### config.mk
export PLATFORM = sky130hd
export DESIGN_NAME = mib_master_wide
export DESIGN_NICKNAME = d
export VERILOG_FILES = /design/src/rtl/mib_master_wide.sv
export SDC_FILE = /design/constraint.sdc
export NUM_CORES = 1
export LEC_CHECK = 0
export ABC_CLOCK_PERIOD_IN_PS = 4200
export CAP_MARGIN = 20
export CORE_UTILIZATION = 25
export DETAILED_ROUTE_END_ITERATION = 6
export GPL_ROUTABILITY_DRIVEN = 1
export GPL_TIMING_DRIVEN = 1
export PLACE_DENSITY = 0.57
export SLEW_MARGIN = 0
export SYNTH_ARGS = -nofsm -noshare
export SYNTH_HDL_FRONTEND = slang
export SYNTH_SLANG_ARGS = --single-unit
### constraint.sdc
create_clock -name i_sysclk -period 4.2 [get_ports i_sysclk]
set_input_delay 0.63 -clock i_sysclk [delete_from_list [all_inputs] [get_ports i_sysclk]]
set_output_delay 0.63 -clock i_sysclk [all_outputs]
set_load 0.005 [all_outputs]
### src/rtl/mib_master_wide.sv
// mib_master_wide: command-bus to MIB bus master, generic AD / address / data widths; retry option MIB_MASTER_RETRY_EN.
// Latency: start 1 clk after sel; NA address beats, ND data beats, ACK wait, then ack/timeout pulse on first GAP clock.
// Backpressure: i_cmd_sel sampled only in IDLE; o_busy high in all other states; sel during a cycle is ignored.
module mib_master_wide #(
   parameter int P_AD_W                 = 16,
   parameter int P_ADDR_W               = 24,
   parameter int P_DATA_W               = 32,
   parameter int P_MIB_ACK_TIMEOUT_CLKS = 32,
   parameter int P_GAP_CLKS             = 1,
   parameter int P_RETRIES              = 2
) (
   input  logic                i_sysclk,
   input  logic                i_srst,
   input  logic                i_cmd_sel,
   input  logic                i_cmd_rd_wr_n,
   input  logic [P_ADDR_W-1:0] i_cmd_byte_addr,
   input  logic [P_DATA_W-1:0] i_cmd_wdata,
   output logic [P_DATA_W-1:0] o_cmd_rdata,
   output logic                o_cmd_ack,
   output logic                o_cmd_mib_timeout,
   output logic                o_busy,
   output logic                o_mib_start,
   output logic                o_mib_rd_wr_n,
   input  logic                i_mib_slave_ack,
   input  logic [P_AD_W-1:0]   i_mib_ad,
   output logic [P_AD_W-1:0]   o_mib_ad,
   output logic                o_mib_ad_high_z
);

   localparam int LP_NA   = (P_ADDR_W + P_AD_W - 1) / P_AD_W;
   localparam int LP_ND   = P_DATA_W / P_AD_W;
   localparam int LP_AW   = LP_NA * P_AD_W;
   localparam int LP_MAXB = (LP_NA > LP_ND) ? LP_NA : LP_ND;
   localparam int LP_BW   = (LP_MAXB > 1) ? $clog2(LP_MAXB) : 1;
   localparam int LP_TW   = $clog2(P_MIB_ACK_TIMEOUT_CLKS);
   localparam int LP_GW   = (P_GAP_CLKS > 1) ? $clog2(P_GAP_CLKS) : 1;
   localparam int LP_RW   = (P_RETRIES > 0) ? $clog2(P_RETRIES + 1) : 1;

   localparam logic [LP_BW-1:0] LP_NA_LAST   = LP_BW'(LP_NA - 1);
   localparam logic [LP_BW-1:0] LP_ND_LAST   = LP_BW'(LP_ND - 1);
   localparam logic [LP_TW-1:0] LP_TMO_LAST  = LP_TW'(P_MIB_ACK_TIMEOUT_CLKS - 1);
   localparam logic [LP_GW-1:0] LP_GAP_LAST  = LP_GW'(P_GAP_CLKS - 1);
   localparam logic [LP_RW-1:0] LP_RETRY_MAX = LP_RW'(P_RETRIES);

`ifdef MIB_MASTER_RETRY_EN
   localparam bit LP_RETRY_EN = 1'b1;
`else
   localparam bit LP_RETRY_EN = 1'b0;
`endif

   generate
      if (P_DATA_W % P_AD_W != 0) begin : g_err_data_w
         $error("mib_master_wide: P_DATA_W must be a multiple of P_AD_W");
      end
      if (P_MIB_ACK_TIMEOUT_CLKS < 2) begin : g_err_tmo
         $error("mib_master_wide: P_MIB_ACK_TIMEOUT_CLKS must be >= 2");
      end
   endgenerate

   typedef enum logic [2:0] {S_IDLE, S_ADDR, S_WDATA, S_WACK, S_RACK, S_RDATA, S_GAP} state_t;

   state_t              r_state,    w_state_nxt;
   logic [LP_BW-1:0]    r_beat,     w_beat_nxt;
   logic [LP_TW-1:0]    r_tmo_cnt,  w_tmo_cnt_nxt;
   logic [LP_GW-1:0]    r_gap_cnt,  w_gap_cnt_nxt;
   logic [LP_RW-1:0]    r_retry,    w_retry_nxt;
   logic                r_tmo_flag, w_tmo_flag_nxt;

   logic                w_cmd_load, w_sh_reload, w_addr_shift, w_wdata_shift, w_rd_cap;
   logic                w_retry_pend, w_gap_first;

   logic [LP_AW-1:0]    r_addr, r_addr_sh;
   logic [P_DATA_W-1:0] r_wdata, r_wdata_sh, r_rdata;
   logic                r_rd_wr_n, r_ack_q;
   logic [P_AD_W-1:0]   r_ad_q;

   // A timed-out cycle is re-issued only while retries remain and the option is built in.
   assign w_retry_pend = LP_RETRY_EN && r_tmo_flag && (r_retry != LP_RETRY_MAX);
   assign w_gap_first  = (r_state == S_GAP) && (r_gap_cnt == '0);

   // State register and cycle counters; reset aborts any cycle in progress.
   always_ff @(posedge i_sysclk or posedge i_srst) begin
      if (i_srst) begin
         r_state    <= S_IDLE;
         r_beat     <= '0;
         r_tmo_cnt  <= '0;
         r_gap_cnt  <= '0;
         r_retry    <= '0;
         r_tmo_flag <= 1'b0;
      end else begin
         r_state    <= w_state_nxt;
         r_beat     <= w_beat_nxt;
         r_tmo_cnt  <= w_tmo_cnt_nxt;
         r_gap_cnt  <= w_gap_cnt_nxt;
         r_retry    <= w_retry_nxt;
         r_tmo_flag <= w_tmo_flag_nxt;
      end
   end

   // Next-state, counter updates and datapath strobes.
   always_comb begin
      w_state_nxt    = r_state;
      w_beat_nxt     = r_beat;
      w_tmo_cnt_nxt  = r_tmo_cnt;
      w_gap_cnt_nxt  = r_gap_cnt;
      w_retry_nxt    = r_retry;
      w_tmo_flag_nxt = r_tmo_flag;
      w_cmd_load     = 1'b0;
      w_sh_reload    = 1'b0;
      w_addr_shift   = 1'b0;
      w_wdata_shift  = 1'b0;
      w_rd_cap       = 1'b0;
      case (r_state)
         S_IDLE: begin
            if (i_cmd_sel) begin
               w_cmd_load     = 1'b1;
               w_state_nxt    = S_ADDR;
               w_beat_nxt     = '0;
               w_retry_nxt    = '0;
               w_tmo_flag_nxt = 1'b0;
            end
         end
         S_ADDR: begin
            if (r_beat == LP_NA_LAST) begin
               w_beat_nxt    = '0;
               w_tmo_cnt_nxt = '0;
               w_state_nxt   = r_rd_wr_n ? S_RACK : S_WDATA;
            end else begin
               w_beat_nxt   = r_beat + LP_BW'(1);
               w_addr_shift = 1'b1;
            end
         end
         S_WDATA: begin
            if (r_beat == LP_ND_LAST) begin
               w_beat_nxt    = '0;
               w_tmo_cnt_nxt = '0;
               w_state_nxt   = S_WACK;
            end else begin
               w_beat_nxt    = r_beat + LP_BW'(1);
               w_wdata_shift = 1'b1;
            end
         end
         S_WACK, S_RACK: begin
            // ACK is checked first so an ACK on the expiry clock still completes the cycle.
            if (r_ack_q) begin
               w_tmo_flag_nxt = 1'b0;
               w_gap_cnt_nxt  = '0;
               w_state_nxt    = S_GAP;
               if (r_state == S_RACK) begin
                  w_rd_cap = 1'b1;
                  if (LP_ND > 1) begin
                     w_beat_nxt  = LP_BW'(1);
                     w_state_nxt = S_RDATA;
                  end
               end
            end else if (r_tmo_cnt == LP_TMO_LAST) begin
               w_tmo_flag_nxt = 1'b1;
               w_gap_cnt_nxt  = '0;
               w_state_nxt    = S_GAP;
            end else begin
               w_tmo_cnt_nxt = r_tmo_cnt + LP_TW'(1);
            end
         end
         S_RDATA: begin
            w_rd_cap = 1'b1;
            if (r_beat == LP_ND_LAST) begin
               w_gap_cnt_nxt = '0;
               w_state_nxt   = S_GAP;
            end else begin
               w_beat_nxt = r_beat + LP_BW'(1);
            end
         end
         S_GAP: begin
            if (r_gap_cnt == LP_GAP_LAST) begin
               if (w_retry_pend) begin
                  w_sh_reload    = 1'b1;
                  w_retry_nxt    = r_retry + LP_RW'(1);
                  w_tmo_flag_nxt = 1'b0;
                  w_beat_nxt     = '0;
                  w_state_nxt    = S_ADDR;
               end else begin
                  w_state_nxt = S_IDLE;
               end
            end else begin
               w_gap_cnt_nxt = r_gap_cnt + LP_GW'(1);
            end
         end
         default: w_state_nxt = S_IDLE;
      endcase
   end

   // Command capture, beat shifters, read-data assembly and input registering.
   always_ff @(posedge i_sysclk or posedge i_srst) begin
      if (i_srst) begin
         r_addr     <= '0;
         r_addr_sh  <= '0;
         r_wdata    <= '0;
         r_wdata_sh <= '0;
         r_rdata    <= '0;
         r_rd_wr_n  <= 1'b1;
         r_ack_q    <= 1'b0;
         r_ad_q     <= '0;
      end else begin
         r_ack_q <= i_mib_slave_ack;
         r_ad_q  <= i_mib_ad;
         if (w_cmd_load) begin
            r_addr     <= LP_AW'(i_cmd_byte_addr);
            r_addr_sh  <= LP_AW'(i_cmd_byte_addr);
            r_wdata    <= i_cmd_wdata;
            r_wdata_sh <= i_cmd_wdata;
            r_rd_wr_n  <= i_cmd_rd_wr_n;
         end else if (w_sh_reload) begin
            r_addr_sh  <= r_addr;
            r_wdata_sh <= r_wdata;
         end else begin
            if (w_addr_shift)  r_addr_sh  <= r_addr_sh << P_AD_W;
            if (w_wdata_shift) r_wdata_sh <= r_wdata_sh << P_AD_W;
         end
         if (w_rd_cap) r_rdata <= (r_rdata << P_AD_W) | P_DATA_W'(r_ad_q);
      end
   end

   assign o_busy            = (r_state != S_IDLE);
   assign o_mib_start       = (r_state == S_ADDR) && (r_beat == '0);
   assign o_mib_ad_high_z   = !((r_state == S_ADDR) || (r_state == S_WDATA));
   assign o_mib_ad          = (r_state == S_ADDR)  ? r_addr_sh[LP_AW-1 -: P_AD_W] :
                              (r_state == S_WDATA) ? r_wdata_sh[P_DATA_W-1 -: P_AD_W] : '0;
   assign o_mib_rd_wr_n     = r_rd_wr_n;
   assign o_cmd_rdata       = r_rdata;
   assign o_cmd_ack         = w_gap_first && !r_tmo_flag;
   assign o_cmd_mib_timeout = w_gap_first && r_tmo_flag && !w_retry_pend;

endmodule

==> results.json <==
{
  "min_path_type": "register to register",
  "cts-root-buf": "clkbuf_16",
  "tightest_slew_ns": 0.791,
  "fin_nets": 634,
  "track_usage_pct": 12.9,
  "hold_buffers": 0,
  "synth_nets": 505,
  "syn_inst": 426,
  "synth_edf_count": 0,
  "area_growth_pct": 41.8,
  "fin_crit_ns": 3.33,
  "num_rows": 51,
  "crit_required_ns": 3.57,
  "io_buffers": 130,
  "vdd_drop_max_uv": 305,
  "clock_sinks": 124,
  "end_kind": "output port",
  "p_leak_nw": 3.07,
  "grt_max_degree": 65,
  "r2r_setup_slack_ns": 1.88,
  "netlist_area_sq_um": 5110,
  "via_count": 3692,
  "start_kind": "register",
  "synth_area_leaders": "dfrtp_1 60%, mux2_2 6.6%, a22o_1 6.3%",
  "grt_pass1_vias": 3864,
  "cts_buffers": 17,
  "total_power_mw": 5.26,
  "instances_no_fill": 833,
  "synthArstFlopShare_pct": 100,
  "yosysSeqAreaShare_pct": 60.7,
  "grt_first_pass_wirelength_um": 21100,
  "h-tree-depth": 4,
  "ys_types": 43,
  "clkLatencyLatePin_ns": 0.40,
  "routedWlPerCell_um": 15.6,
  "antenna_found_initial": 0,
  "first_pass_iters": 4,
  "maxCapViolations": 0,
  "r2r_cells": 4,
  "drive_gt1_share_pct": 13.7,
  "fin_tns_setup_ns": 0,
  "drtAntennaViolNets": 0,
  "n_antenna_cell": 0,
  "setup_violations": 0,
  "yosysMostFrequentCell": "dfrtp_1",
  "rr_endpoint": "r_wdata_sh[18]",
  "fill_cells": 1950,
  "relSlewSlack_pct": 47.3,
  "viasPerCell": 4.43,
  "hold_depth": 1,
  "clkTransAtPathRegs_ns": 0.06,
  "arrival_ns": 2.70,
  "gr-total-overflow": 0,
  "ys_ff_latch": 124,
  "drc_errors": 0,
  "whs_endpoint": "o_cmd_rdata[14]",
  "hold_viol": 0,
  "ios": 131,
  "fmax_mhz": 301,
  "syn_area_per_cell_sq_um": 12.0,
  "cts_buffer_depth": 2,
  "period_share_pct": 79.2,
  "status": "finished, final reports clean",
  "coreArea_sq_um": 19800,
  "yosys.area.top_type": "dfrtp_1",
  "synth_ff_type": "dfrtp_1",
  "path_max_fanout": 23,
  "die_h_um": 145,
  "power_density_nw_per_um2": 725,
  "dp_hpwl_um": 9230,
  "die_w_um": 145,
  "rsz0062_at_grt": "false",
  "wl_um": 13000,
  "cts_tree": "yes",
  "yosysWarnings": 0,
  "crit_type": "register to output port",
  "r2r-start": "r_state[1]",
  "post_cts_resized": 0,
  "die_area_sq_um": 21000,
  "synthTopCellsByCount": "123 x dfrtp_1, 42 x nand2_1, 42 x nor2_1",
  "final_max_slew_viol_count": 0,
  "dp_cells": 801,
  "min_from": "r_ad_q[14]",
  "drtIter0Drc": 120,
  "fin_worst_skew_ns": 0.0104,
  "gp_congestion": 0.775,
  "cts_setup_buffers": 0,
  "initial_core_util_pct": 25.8,
  "synth_top_area_share_pct": 60.2
}
==> per-stage QoR <==
step | setup slack [ns] | hold WS (ns) | instance area, sq um | util (%)
after floorplan | 0.272 | 0.439 | 5110 | -
after global placement | 1.38 | 0.446 | 6690 | 33.8
after detailed placement | 1.28 | 0.455 | 6690 | 33.8
after CTS | 0.841 | 0.467 | 7250 | 36.6
after global routing | 0.684 | 0.494 | 7250 | 36.6
final | 0.875 | 0.465 | 7250 | 36.6
==> report_power, final <==
| group | total, mW | internal (mW) | switching (mW) | leakage [nW] |
|---|---|---|---|---|
| Combinational | 1.86 | 1.04 | 0.824 | 1.26 |
| Sequential | 2.04 | 1.65 | 0.385 | 1.55 |
| Clock | 1.36 | 0.843 | 0.515 | 0.262 |
==> worst max-delay path: stages, from the launching register on <==
cell             delay [ns]
dfrtp_1                0.86
and2_1                 0.69
a22o_1                 0.24
clkdlybuf4s50_1        0.50
==> logic make-up after synthesis <==
| group | count (synthesis) | share of synthesized area [%] |
|---|---|---|
| flip-flops | 124 | 60.7 |
| AO/OA/AOI/OAI | 105 | 14.3 |
| AND/OR/NAND/NOR | 108 | 9.76 |
| adder cells (fa/ha/maj) | 2 | 0.489 |
| multiplexers | 55 | 11.6 |
| buffers and inverters | 32 | 3.16 |
==> per-layer routing <==
metal	GRT usage [%]	vias to the layer above	wire [um]
li1	-	1781	-
met1	17.2	1809	6240
met2	20.2	96	6060
met3	3.99	6	624
met4	3.51	0	97
met5	0	-	0
==> how the worst max path moves through the flow <==
stage | depth (start not counted) | from | endpoint
after floorplan | 1 | i_srst | o_cmd_rdata[0]
after global placement | 3 | r_state[1] | o_mib_ad[7]
after detailed placement | 3 | r_state[1] | o_mib_ad[8]
after CTS | 3 | r_state[1] | o_mib_ad[8]
after global routing | 3 | r_state[1] | o_mib_ad[1]
final | 3 | r_state[1] | o_mib_ad[15]
==> cell type report <==
cell class | count | area, sq um | area share (%)
flip-flops and latches | 124 | 3100 | 42.8
multi-input cells | 270 | 1870 | 25.8
repair buffers | 140 | 1380 | 19.0
clock buffers | 22 | 464 | 6.41
well taps | 265 | 332 | 4.58
clock inverters | 10 | 92.6 | 1.28
inverters | 2 | 10.0 | 0.138
==> cell usage in the layout (no fill, tap or decap), types with 6 or more instances in the layout <==
cell / n
nand2_1: 42
a21oi_1: 23
nand2b_1: 6
nor2_1: 42
clkdlybuf4s50_1: 130
clkbuf_16: 17
mux2_2: 30
a22o_1: 37
o21ai_0: 22
mux2i_1: 23
dfrtp_1: 123
buf_4: 10
==> registers in the layout, indices dropped and copies added, names as in the netlist <==
signal,count
o_cmd_rdata,32
o_mib_rd_wr_n,1
r_ack_q,1
r_ad_q,16
r_addr_sh,32
r_beat,1
r_state,3
r_tmo_cnt,5
r_tmo_flag,1
r_wdata_sh,32
(Power assumes the default switching activity.)
